<file path="src/rtl/i_ddr_pkg.sv">
// Shared types and constants for the i_ddr_deser input deserializer family.
package i_ddr_pkg;

  typedef enum logic {
    IDDR_SDR = 1'b0,
    IDDR_DDR = 1'b1
  } iddr_mode_t;

  localparam int IDDR_MAX_RATIO    = 10;
  localparam int IDDR_MAX_CHANNELS = 16;
  localparam int IDDR_CNT_W        = $clog2(IDDR_MAX_RATIO + 1);

  function automatic int unsigned bits_per_cycle(input iddr_mode_t mode);
    case (mode)
      IDDR_DDR: bits_per_cycle = 32'd2;
      IDDR_SDR: bits_per_cycle = 32'd1;
      default:  bits_per_cycle = 32'd1;
    endcase
  endfunction

endpackage

</file>
<file path="src/rtl/i_ddr_deser_lane.sv">
// One serial lane of i_ddr_deser: falling-edge half-bit capture (DDR), word shift
// register and the offset-selected word window. The parent picks the register width.
module i_ddr_deser_lane
  import i_ddr_pkg::*;
#(
  parameter int         RATIO = 4,
  parameter iddr_mode_t MODE  = IDDR_DDR,
  parameter int         SR_W  = 8,
  parameter int         OFF_W = 2
) (
  input  logic             clk,
  input  logic             rst_n,
  input  logic             sample_i,
  input  logic             shift_i,
  input  logic             din_i,
  input  logic [OFF_W-1:0] offset_i,
  output logic [RATIO-1:0] win_o
);

  logic [SR_W-1:0] sr_q;
  logic [SR_W-1:0] sr_d;
  logic [SR_W-1:0] aligned_s;

  if (MODE == IDDR_DDR) begin : g_ddr
    logic            rise_q;
    logic            rise_d;
    logic            fall_q;
    logic [SR_W+1:0] ext_s;

    // Falling-edge sample: the newer bit of each pair
    always_ff @(negedge clk or negedge rst_n) begin
      if (!rst_n) begin
        fall_q <= 1'b0;
      end else begin
        fall_q <= din_i;
      end
    end

    // Rising-edge sample held until its pair is shifted in
    always_ff @(posedge clk or negedge rst_n) begin
      if (!rst_n) begin
        rise_q <= 1'b0;
      end else begin
        rise_q <= rise_d;
      end
    end

    // Pair insertion: rising bit is older, falling bit newest
    always_comb begin
      ext_s = {fall_q, rise_q, sr_q};
      if (sample_i) begin
        rise_d = din_i;
      end else begin
        rise_d = rise_q;
      end
      if (shift_i) begin
        sr_d = ext_s[SR_W+1:2];
      end else begin
        sr_d = sr_q;
      end
    end
  end else begin : g_sdr
    logic [SR_W:0] ext_s;
    logic          unused_sample_s;

    assign unused_sample_s = sample_i;

    // Single-bit insertion at the newest end
    always_comb begin
      ext_s = {din_i, sr_q};
      if (shift_i) begin
        sr_d = ext_s[SR_W:1];
      end else begin
        sr_d = sr_q;
      end
    end
  end

  // Shift register state; MSB holds the newest bit
  always_ff @(posedge clk or negedge rst_n) begin
    if (!rst_n) begin
      sr_q <= '0;
    end else begin
      sr_q <= sr_d;
    end
  end

  // Window looks at the post-shift contents so a word is visible on the edge it completes
  always_comb begin
    aligned_s = sr_d >> ((SR_W - RATIO) - 32'(offset_i));
    win_o     = aligned_s[RATIO-1:0];
  end

endmodule

</file>
<file path="src/rtl/i_ddr_deser.sv">
// Multi-channel SDR/DDR input deserializer with one-cycle DV strobe per word.
// Optional word-alignment bitslip is enabled by defining I_DDR_DESER_BITSLIP_EN.
module i_ddr_deser
  import i_ddr_pkg::*;
#(
  parameter int CHANNELS = 1,
  parameter int RATIO    = 4,
  parameter int DDR_MODE = 1
) (
  input  logic                         C,
  input  logic                         R,
  input  logic                         E,
  input  logic [CHANNELS-1:0]          D,
  input  logic                         BITSLIP,
  output logic [CHANNELS*RATIO-1:0]    Q,
  output logic                         DV
);

  localparam iddr_mode_t MODE  = (DDR_MODE != 0) ? IDDR_DDR : IDDR_SDR;
  localparam int         BPC   = int'(bits_per_cycle(MODE));
  localparam int         OFF_W = (RATIO > 2) ? $clog2(RATIO) : 1;
`ifdef I_DDR_DESER_BITSLIP_EN
  localparam int         SR_W  = 2 * RATIO;
`else
  localparam int         SR_W  = RATIO;
`endif
  localparam logic [IDDR_CNT_W-1:0] CNT_STEP = IDDR_CNT_W'(BPC);
  localparam logic [IDDR_CNT_W-1:0] CNT_WORD = IDDR_CNT_W'(RATIO);

  if (CHANNELS < 1 || CHANNELS > IDDR_MAX_CHANNELS) begin : g_bad_channels
    $error("i_ddr_deser: CHANNELS must be in 1..16");
  end
  if (RATIO < 2 || RATIO > IDDR_MAX_RATIO) begin : g_bad_ratio
    $error("i_ddr_deser: RATIO must be in 2..10");
  end
  if (DDR_MODE != 0 && DDR_MODE != 1) begin : g_bad_mode
    $error("i_ddr_deser: DDR_MODE must be 0 or 1");
  end
  if (DDR_MODE == 1 && (RATIO % 2) != 0) begin : g_bad_odd
    $error("i_ddr_deser: RATIO must be even in DDR mode");
  end

  logic [IDDR_CNT_W-1:0]     cnt_q;
  logic [IDDR_CNT_W-1:0]     cnt_d;
  logic [IDDR_CNT_W-1:0]     cnt_next_s;
  logic                      pend_q;
  logic                      pend_d;
  logic                      advance_s;
  logic [CHANNELS*RATIO-1:0] q_q;
  logic [CHANNELS*RATIO-1:0] q_d;
  logic                      dv_q;
  logic                      dv_d;
  logic [OFF_W-1:0]          off_s;
  logic [CHANNELS*RATIO-1:0] win_all_s;

  // A DDR pair enters one edge after its rising bit was taken, even if E has since dropped
  assign advance_s  = (MODE == IDDR_DDR) ? pend_q : E;
  assign cnt_next_s = cnt_q + CNT_STEP;

`ifdef I_DDR_DESER_BITSLIP_EN
  localparam logic [OFF_W-1:0] OFF_MAX = OFF_W'(RATIO - 1);
  logic [OFF_W-1:0] off_q;
  logic [OFF_W-1:0] off_d;

  // Slip offset advance, wrapping modulo RATIO
  always_comb begin
    if (E && BITSLIP) begin
      if (off_q == OFF_MAX) begin
        off_d = '0;
      end else begin
        off_d = off_q + OFF_W'(1);
      end
    end else begin
      off_d = off_q;
    end
  end

  // Slip offset register; the completing word on a slip edge still sees the old value
  always_ff @(posedge C or negedge R) begin
    if (!R) begin
      off_q <= '0;
    end else begin
      off_q <= off_d;
    end
  end

  assign off_s = off_q;
`else
  logic unused_bitslip_s;

  assign unused_bitslip_s = BITSLIP;
  assign off_s            = '0;
`endif

  for (genvar c = 0; c < CHANNELS; c++) begin : g_lane
    i_ddr_deser_lane #(
      .RATIO (RATIO),
      .MODE  (MODE),
      .SR_W  (SR_W),
      .OFF_W (OFF_W)
    ) u_lane (
      .clk      (C),
      .rst_n    (R),
      .sample_i (E),
      .shift_i  (advance_s),
      .din_i    (D[c]),
      .offset_i (off_s),
      .win_o    (win_all_s[c*RATIO +: RATIO])
    );
  end

  // Bit counter, word completion and output capture
  always_comb begin
    pend_d = E;
    dv_d   = 1'b0;
    q_d    = q_q;
    cnt_d  = cnt_q;
    if (advance_s) begin
      if (cnt_next_s == CNT_WORD) begin
        cnt_d = '0;
        dv_d  = 1'b1;
        q_d   = win_all_s;
      end else begin
        cnt_d = cnt_next_s;
      end
    end else begin
      cnt_d = cnt_q;
    end
  end

  // Control and output registers
  always_ff @(posedge C or negedge R) begin
    if (!R) begin
      cnt_q  <= '0;
      pend_q <= 1'b0;
      q_q    <= '0;
      dv_q   <= 1'b0;
    end else begin
      cnt_q  <= cnt_d;
      pend_q <= pend_d;
      q_q    <= q_d;
      dv_q   <= dv_d;
    end
  end

  assign Q  = q_q;
  assign DV = dv_q;

endmodule

</file>
<file path="config.mk">
export PLATFORM = sky130hd
export DESIGN_NAME = i_ddr_deser
export DESIGN_NICKNAME = d
export VERILOG_FILES = /design/src/rtl/i_ddr_pkg.sv /design/src/rtl/i_ddr_deser_lane.sv /design/src/rtl/i_ddr_deser.sv
export SDC_FILE = /design/constraint.sdc
export NUM_CORES = 1
export LEC_CHECK = 0
export CORE_AREA = 2 2 39 41
export CTS_CLUSTER_SIZE = 28
export DETAILED_ROUTE_END_ITERATION = 16
export DIE_AREA = 0 0 41 43
export PLACE_DENSITY_LB_ADDON = 0.15
export SYNTH_ARGS = -nofsm -noshare
export SYNTH_HDL_FRONTEND = slang
export SYNTH_SLANG_ARGS = --single-unit
</file>
<file path="constraint.sdc">
create_clock -name C -period 1.9 [get_ports C]
set_input_delay 0.38 -clock C [delete_from_list [all_inputs] [get_ports C]]
set_output_delay 0.38 -clock C [all_outputs]
set_load 0.01 [all_outputs]
</file>
==> qor.yml, run 1 <==
drt:
  dr.first_iter.drc_count: 1
  dr.pass1.iters: 5
  vias_per_cell: 4.65
  drc: 0
  wl_per_cell_um: 12.0
  wl_um: 718
  drt.antenna.violating_nets: 0
  vias: 279
global_route:
  grtUsageTotal_pct: 11.8
  grt_pass1_wl_um: 1320
  antenna_found_initial: 0
  grt_max_degree: 13
  grt_pass1_vias: 303
  grt_overflow: 0
timing:
  finalMaxSlewViolations: 0
  final_hold_viol_count: 0
  tightest_slew_ps: 311
  report.final.setup_viol: 0
  fin_setup_tns_ps: 0
  finalWorstSetupSlack_ps: 231
  max_slew_margin_pct: 79.2
  rsz0062_at_grt: "false"
  finClkSkew_ps: 6.09
  whs_ps: 456
layout:
  final_core_util_pct: 44.8
  nets: 51
  area_delta_synth_final_pct: 26.0
  stdcell_count: 60
  layout-drive-gt1-share_pct: 29.5
  antenna_cells: 0
  nFillCells: 132
  fin_area_um2: 619
yosys:
  synth_cell_type_count: 12
  synth_commonest_cells: "dfrtp_1, mux2_2, inv_1, nand2_1, xor2_1"
  avgSynthCellArea_um2: 15.4
  synth.largest_area_cell: "dfrtp_1"
  synth_flop_cell: "dfrtp_1"
  syn_area_um2: 492
  ys_ff_latch: 13
  ys_seq_area_share_pct: 66.2
  syn-instance-count: 32
  async_flop_share_pct: 100
  synth_top_cell_area_share_pct: 61.1
  synth.area.top_cells: "dfrtp_1, mux2_2, dfrtn_1"
  synth_fp_nets: 38
  synth_edf_count: 0
  synth.most_common_cell: "dfrtp_1"
  synth_warnings: 0
clock_tree:
  cts_tree: "built"
  cts-resized-gates: 0
  postCtsHoldBufs: 0
  cts.sinks: 13
  htreeDepth: 1
  cts.path.max_buffers: 2
  clkTransAtPathRegs_ps: 80
  cts_buffers: 3
  root_buffer: "clkbuf_4"
  insertion_delay_ps: 270
  postCtsSetupRepairBufs: 0
power_and_ir_drop:
  powerDensity_mw_per_mm2: 1480
  ir_drop_mv: 0.721
  leakagePower_nw: 0.276
  power.total_mw: 0.919
placement:
  dpl.cell_count: 56
  postPlaceCellArea_um2: 592
  port_buffers: 8
  gp_congestion: 0.609
  dp_slack_ps: -21.4
floorplanning:
  fp.dieW_um: 41
  die_area_mm2: 0.00176
  coreArea_mm2: 0.00138
  initial_core_util_pct: 35.5
  die_h_um: 43
  pin_count: 10
  rows: 14
setup_path:
  critPathCaptureType: "flip-flop"
  setup.worst_path.class: "reg2reg"
  cpPeakStageDelay_ps: 340
  r2r-start: "g_lane[0].u_lane.g_ddr.fall_q"
  worst-r2r-setup-slack_ps: 230
  arrival_ps: 1820
  path_max_fanout: 2
  r2r-end: "g_lane[0].u_lane.sr_q[3]"
  rr_worst_depth: 1
  cpLargestDelayFamily: "flip-flops"
  cp_slowest_cell: "dfrtn_1"
  path_buf_inv: 0
  cp.required_ps: 2060
  crit_chain: "mux2_2"
  cp-start-kind: "flip-flop"
job:
  cap_violations: 0
min_path:
  min_path_type: "in2async"
status:
  status: "completed"
## flip-flops by register name, indices dropped and copies added, names as in the netlist
signal                      cells
g_lane.u_lane.g_ddr.fall_q      1
g_lane.u_lane.sr_q              2
advance_s                       1
Q                               4
cnt_q                           3
g_lane.u_lane.g_ddr.rise_q      1
DV                              1
## report_power, final
part | internal, mW | switching [mW] | total [mW]
Combinational | 0.191 | 0.145 | 0.336
Sequential | 0.369 | 0.0551 | 0.424
Clock | 0.0778 | 0.0811 | 0.159
Total | 0.638 | 0.281 | 0.919
## layer usage
metal | track usage (%) | share of wire [%]
met1 | 14.6 | 37
met5 | 0 | 0
met4 | 6.00 | 0
met3 | 5.24 | 6.0
met2 | 16.9 | 57
## cell usage in the layout, fill, tap and decap left out
cell type / Yosys / routed
xnor2_1: 1 / 1
nand2_1: 2 / 2
o22ai_1: 1 / 1
buf_4: 1 / 1
inv_1: 2 / 2
mux2_2: 7 / 7
clkinv_2: 0 / 1
clkdlybuf4s50_1: 0 / 8
dfrtp_1: 12 / 12
xor2_1: 2 / 2
nor3_4: 1 / 1
clkbuf_4: 0 / 3
nor2_1: 1 / 1
dfrtn_1: 1 / 1
ha_1: 1 / 1
## how the worst max path moves through the flow
| stage | from | end | slack, ps | depth (start not counted) |
|---|---|---|---|---|
| after floorplan | g_lane[0].u_lane.g_ddr.fall_q | Q[3] | 270 | 1 |
| after global placement | D | g_lane[0].u_lane.g_ddr.fall_q | -7 | 1 |
| final | g_lane[0].u_lane.g_ddr.fall_q | g_lane[0].u_lane.sr_q[3] | 230 | 1 |
| after detailed placement | D | g_lane[0].u_lane.g_ddr.fall_q | -20 | 1 |
| after CTS | g_lane[0].u_lane.g_ddr.fall_q | g_lane[0].u_lane.sr_q[3] | 230 | 1 |
| after global routing | cnt_q[1] | Q[3] | 200 | 4 |
## logic make-up after synthesis
group	share of synthesized area, %
compound gates	1.27
xor+xnor	5.34
simple gates	5.60
buf+inv	3.05
fa+ha+maj	2.54
flops	66.2
mux	16.0
## area by class of cell
cell class,instances,area (um^2),share of cell area [%]
Inverter,2,7.51,1.21
Tap cell,16,20.0,3.23
Clock inverter,1,5.00,0.808
Sequential cell,13,325,52.5
Multi-Input combinational cell,16,151,24.4
Timing Repair Buffer,9,87.6,14.1
Clock buffer,3,22.5,3.64
(Power assumes the default switching activity.)
==> inputs of run 2 (changes only) <==
- CTS_CLUSTER_DIAMETER: not set -> 200
==> results of run 2 <==
No change in the layout: final DEF, timing and power equal those of run 1.
==> inputs of run 3 (changes only) <==
- CTS_CLUSTER_DIAMETER: 200 -> 80
==> results of run 3 <==
No change in the layout: final DEF, timing and power equal those of run 1.
==> RTL edit 1, RTL diff (config.mk and constraints of run 1) <==
The output `DV` loses its register stage (`dv_q` becomes a continuous assignment).
--- a/src/rtl/i_ddr_deser.sv
+++ b/src/rtl/i_ddr_deser.sv
@@ -135,12 +135,12 @@
       pend_q <= 1'b0;
       q_q    <= '0;
-      dv_q   <= 1'b0;
     end else begin
       cnt_q  <= cnt_d;
       pend_q <= pend_d;
       q_q    <= q_d;
-      dv_q   <= dv_d;
     end
   end
+
+  assign dv_q = dv_d;
 
   assign Q  = q_q;
Function: not checked (the comparison handles one clock edge and no latches or derived clocks); the edit may change what the design does.
==> RTL edit 1 against run 1 <==
Wire length grew 2.9%. Non-clock buffer count grew 3. Worst hold slack lost 6.1 ps. Setup slack lost 100 ps. Area after synthesis shrank 5.1%. Utilization grew 0.090 points. Total power grew 3.1%. Final area grew 0.20%. Sequential cell count shrank 1. Highest routed layer unchanged.
==> RTL edit 1: results (changes against run 1) <==
* Global-route wire length before repair at 1359 um (was 1317 um)
* Peak supply drop at 513.5 uV (was 720.9 uV)
* Pre-CTS WS at -43.20 ps (was -21.43 ps)
* Area contributors post-synth: dfrtp_1, mux2_2, dfrtn_1 (unchanged)
* IO Port Bufs at 8 (unchanged)
* Antenna diodes at 0 (unchanged)
* Crit Reg-Reg Startpoint: g_lane[0].u_lane.g_ddr.fall_q (unchanged)
* Root Driver: clkbuf_4 (unchanged)
* Postcts setup bufs at 0 (unchanged)
* Gr usage total at 0.1238 (was 0.1183)
* Post-synth top cells: dfrtp_1, mux2_2, inv_1, nand2_1, xor2_1 (unchanged)
* Worst EP arrival at 1390 ps (was 1820 ps)
* Clock slew at the register clock pins of the worst setup and hold paths at 70 ps
* Synth Warn # at 0 (unchanged)
* Compound-Gate Fraction of Synth Area at 0.01340 (was 0.01272)
* R2R Setup Slk at 220 ps
* CTS Buf Count at 3 (unchanged)
* Nets at 53 (was 51)
* Mux cell area share after synthesis at 0.1689 (was 0.1603)
* Drc violations at 0 (unchanged)
* Synth Area in Adders at 0.02681 (was 0.02545)
* Sequential element share of the synthesized area at 0.6434 (was 0.6616)
* DRT iter0 DRCs at 0 (was 1)
* Worst Reg-to-Reg Cells at 1 (unchanged)
* Worst Path Max Fanout at 2 (unchanged)
* Initial antenna violation count at 0 (unchanged)
* Pin count of the biggest net entering global routing at 12 (was 13)
* Fraction of layout cells with a size suffix above 1 at 0.3696 (was 0.2955)
* Vias in the first global route at 302 (was 303)
* Leakage at 0.2833 nW (was 0.2763 nW)
* Vias at 273 (was 279)
* Asr flop ratio synth at 1.000 (unchanged)
* Routed len/inst at 11.92 um (was 11.97 um)
* Final Skew at 6.733 ps (was 6.091 ps)
* Fillers at 134 (was 132)
* Worst-Skew Late Latency at 270 ps (about the same)
* Slew @ Worst Pin at 322.1 ps (was 311.1 ps)
* Synthesized instance count at 31 (was 32)
* Outcome: completed (unchanged)
* Syn nets at 37 (was 38)
* Drt first pass iters at 1 (was 5)
* Worst r2r dst: g_lane[0].u_lane.sr_q[3] (unchanged)
* Post-DP HPWL at 584.2 um
* Max-Cap Viols at 0 (unchanged)
* Placed cell areas at 589.3 um^2 (was 591.8 um^2)
* Synth Area in XOR/XNOR at 0.05630 (was 0.05344)
* Hold Path Class: primary input to async pin (unchanged)
* Unique masters post-synth at 12 (unchanged)
* Clk buf depth at 2 (unchanged)
* Placed cells at 58 (was 56)
* H-tree depth at 1 (unchanged)
* Routed Wire Length at 739 um (was 718 um)
* Max reg flops at 4 (unchanged)
* Global placement routability congestion at 0.6557 (was 0.6090)
## RTL edit 1: changes by cell type after synthesis
| cell | before | now |
|---|---|---|
| dfrtp_1 | 12 | 11 |
## RTL edit 1: per-layer routing
metal / global-route usage / vias up / wire length [um]
met3: 0.04712 / 0 / 39
met2: 0.1750 / 7 / 378
li1: - / 134 / -
met4: 0.08000 / 0 / 0
met1: 0.1507 / 132 / 321
met5: 0 / - / 0
## RTL edit 1: what timing repair did
action	CTS	global route
resized for setup	3	1
pin swaps	1	1
endpoints found under the setup margin	1	1
## RTL edit 1: cells by family (layout without fill, tap and decap cells)
family / after synthesis / in the layout
and+or+nand+nor: 4 / 4
adders and majority gates: 1 / 1
buffers and inverters: 3 / 18
xor gates and xnor gates: 3 / 3
DFF: 12 / 12
AOI/OAI and AO/OA: 1 / 1
muxes: 7 / 7
## RTL edit 1: worst max-delay path by stage
stage,start,end,slack (ps),cells after the start
after floorplan,g_lane[0].u_lane.g_ddr.fall_q,Q[3],270,1
after global placement,D,g_lane[0].u_lane.g_ddr.fall_q,-20,1
after detailed placement,D,g_lane[0].u_lane.g_ddr.fall_q,-40,1
after CTS,cnt_q[2],DV,10,4
after global routing,cnt_q[1],DV,30,4
final,cnt_q[2],DV,130,4
## RTL edit 1: through the flow
step,setup TNS [ps],hold slack (ps)
floorplan,0,84.41
global placement,-18.43,477.3
detailed placement,-64.55,488.0
CTS,0,441.9
global route,0,482.1
finish,0,449.5
## RTL edit 1: area by class of cell
type	instances	area, um^2	area share
Clock buffer	4	36.28	0.05847
Tap cell	16	20.02	0.03226
Timing Repair Buffer	12	105.1	0.1694
Sequential cell	12	300.3	0.4839
Multi-Input combinational cell	16	151.4	0.2440
Inverter	2	7.507	0.01210
## RTL edit 1: critical path, stage by stage (launching register included)
cell and delay [ps]:
dfrtp_1 390, ha_1 270, nand2_1 90, nor3_4 210, buf_2 160
## RTL edit 1: report_power, final
part	switching, mW	internal, mW	total [mW]
registers	0.0452	0.341	0.386
logic	0.155	0.208	0.363
clock network	0.0826	0.116	0.199
==> RTL edit 2, RTL diff (config.mk and constraints of run 1) <==
Made on the original files. `RATIO` is set to 4 in 2 places; all go to 8.
--- a/src/rtl/i_ddr_deser_lane.sv
+++ b/src/rtl/i_ddr_deser_lane.sv
@@ -4,5 +4,5 @@
   import i_ddr_pkg::*;
 #(
-  parameter int         RATIO = 4,
+  parameter int         RATIO = 8,
   parameter iddr_mode_t MODE  = IDDR_DDR,
   parameter int         SR_W  = 8,
--- a/src/rtl/i_ddr_deser.sv
+++ b/src/rtl/i_ddr_deser.sv
@@ -5,5 +5,5 @@
 #(
   parameter int CHANNELS = 1,
-  parameter int RATIO    = 4,
+  parameter int RATIO    = 8,
   parameter int DDR_MODE = 1
 ) (
Ports: changed (resized Q); port bits go from 10 to 14. No check against the original RTL was run, so the function may have changed too.
==> RTL edit 2 against run 1 <==
Critical path depth grew 1. Area after synthesis grew 88%. Count of clock-buffer cells in the layout rose by 1. Sequential cell count rose by 10. Wire length up 86%. Setup slack worse by 230 ps. Final area increased by 78%. Critical endpoint is now Q[7]. Largest power group unchanged. Critical path type unchanged. Total power up 75%. Utilization rose by 35 points. Largest cell class unchanged.
==> RTL edit 2: results (changes against run 1) <==
* Sw Share at 0.2761 (was 0.3060)
* Peak supply drop at 1082 uV (was 720.9 uV)
* Hold Path Class: primary input to async pin (unchanged)
* Global-route wire length before repair at 2104 um (was 1317 um)
* Clock slew at the register clock pins of the worst setup and hold paths at 110 ps (was 80 ps)
* Vias/cell at 5.151 (was 4.650)
* GR Layer Usage met2 at 0.2531 (was 0.1688)
* DRT iter0 DRCs at 8 (was 1)
* Fraction of layout cells with a size suffix above 1 at 0.3714 (was 0.2955)
* Sequential element share of the synthesized area at 0.6225 (was 0.6616)
* Area contributors post-synth: dfrtp_1, mux2_4, mux2_2 (was dfrtp_1, mux2_2, dfrtn_1)
* Max-Cap Viols at 0 (unchanged)
* Drt first pass iters at 3 (was 5)
* Met3 usage at 0.06283 (was 0.05236)
* Global Route met1 Usage at 0.2831 (was 0.1463)
* Worst-Skew Late Latency at 290 ps (was 270 ps)
* Syn nets at 58 (was 38)
* Synthesized instance count at 52 (was 32)
* IO Port Bufs at 12 (was 8)
* Gr usage total at 0.1902 (was 0.1183)
* Synthesis-to-finish area growth at 19.22% (was 25.95%)
* Outcome: completed (unchanged)
* Routed Wire Length at 1336 um (was 718 um)
* Pin count of the biggest net entering global routing at 23 (was 13)
* Post-synth top cells: dfrtp_1, mux2_4, mux2_2 (was dfrtp_1, mux2_2, inv_1, nand2_1, xor2_1)
* Placed cell areas at 1076 um^2 (was 591.8 um^2)
* Vias in the first global route at 444 (was 303)
* Worst EP arrival at 2090 ps (was 1820 ps)
* Nets at 77 (was 51)
* Final Skew at 3.510 ps (was 6.091 ps)
* Fillers at 80 (was 132)
* Leakage at 0.5261 nW (was 0.2763 nW)
* Placed cells at 82 (was 56)
* Post_cts resized at 0 (unchanged)
* Global placement routability congestion at 0.6943 (was 0.6090)
* Final non-filler cell total at 86 (was 60)
* Slew @ Worst Pin at 467.3 ps (was 311.1 ps)
* Unique masters post-synth at 14 (was 12)
RTL edit 2: cell types whose count changed in the layout (fill, tap and decap cells not counted), sizes merged, moves of 2 or more:
cell	before	now
buf	1	4
clkdlybuf4s50	8	12
dfrtp	12	22
inv	2	0
mux2	7	18
RTL edit 2: worst max-delay path: stages, from the launching register on:
cell and delay, ps:
dfrtn_1 340, mux2_4 260, mux2_4 250
RTL edit 2: worst paths after layout:
path / slack [ps] / startpoint / end / cells past startpoint
worst max-delay path: 4 / g_lane[0].u_lane.g_ddr.fall_q / Q[7] / 2
worst min-delay path: 500 / R / g_lane[0].u_lane.sr_q[5] / 2
worst max register to register: 4 / g_lane[0].u_lane.g_ddr.fall_q / Q[7] / 2
worst min register to register: 510 / g_lane[0].u_lane.sr_q[1] / g_lane[0].u_lane.sr_q[1] / 1
max in group asynchronous: 660 / R / g_lane[0].u_lane.g_ddr.fall_q / 1
min in group C: 510 / g_lane[0].u_lane.sr_q[1] / g_lane[0].u_lane.sr_q[1] / 1
RTL edit 2: stage by stage:
| stage | TNS, ps | setup slack, ps | total power [mW] |
|---|---|---|---|
| 2_1_floorplan | 0 | 24.55 | 1.156 |
| 3_3_place_gp | -8.449 | -8.449 | 1.388 |
| 3_5_place_dp | -15.70 | -15.70 | 1.423 |
| 4_1_cts | 0 | 6.898 | 1.633 |
| 5_1_grt | -6.072 | -6.072 | 1.717 |
| 6_report | 0 | 3.651 | 1.611 |
RTL edit 2: cell families (layout without fill, tap and decap cells):
logic type      count (synthesis)  in the layout  share of synthesized area
flops                          23             23                     0.6225
mux                            18             18                     0.2760
simple gates                    4              4                    0.03111
compound gates                  2              2                    0.01353
xor+xnor                        2              2                    0.01895
buf+inv                         2             20                    0.02436
fa+ha+maj                       1              1                    0.01353
RTL edit 2: power by group through the flow:
stage	Combinational (mW)	Sequential [mW]	Clock, mW
after floorplan	0.379	0.777	0
after global placement	0.639	0.749	0
after detailed placement	0.666	0.757	0
after CTS	0.668	0.748	0.218
after global routing	0.707	0.766	0.244
final	0.657	0.746	0.209
RTL edit 2: layout make-up:
type	count	share of cell area
multi-input cells	27	0.2997
repair buffers	16	0.1362
clock buffers	4	0.02384
well taps	16	0.01816
flip-flops and latches	23	0.5221
RTL edit 2: routing by layer:
metal | routed length [um] | vias up
li1 | - | 214
met1 | 651 | 217
met2 | 619 | 10
met3 | 50 | 2
met4 | 14 | 0
met5 | 0 | -
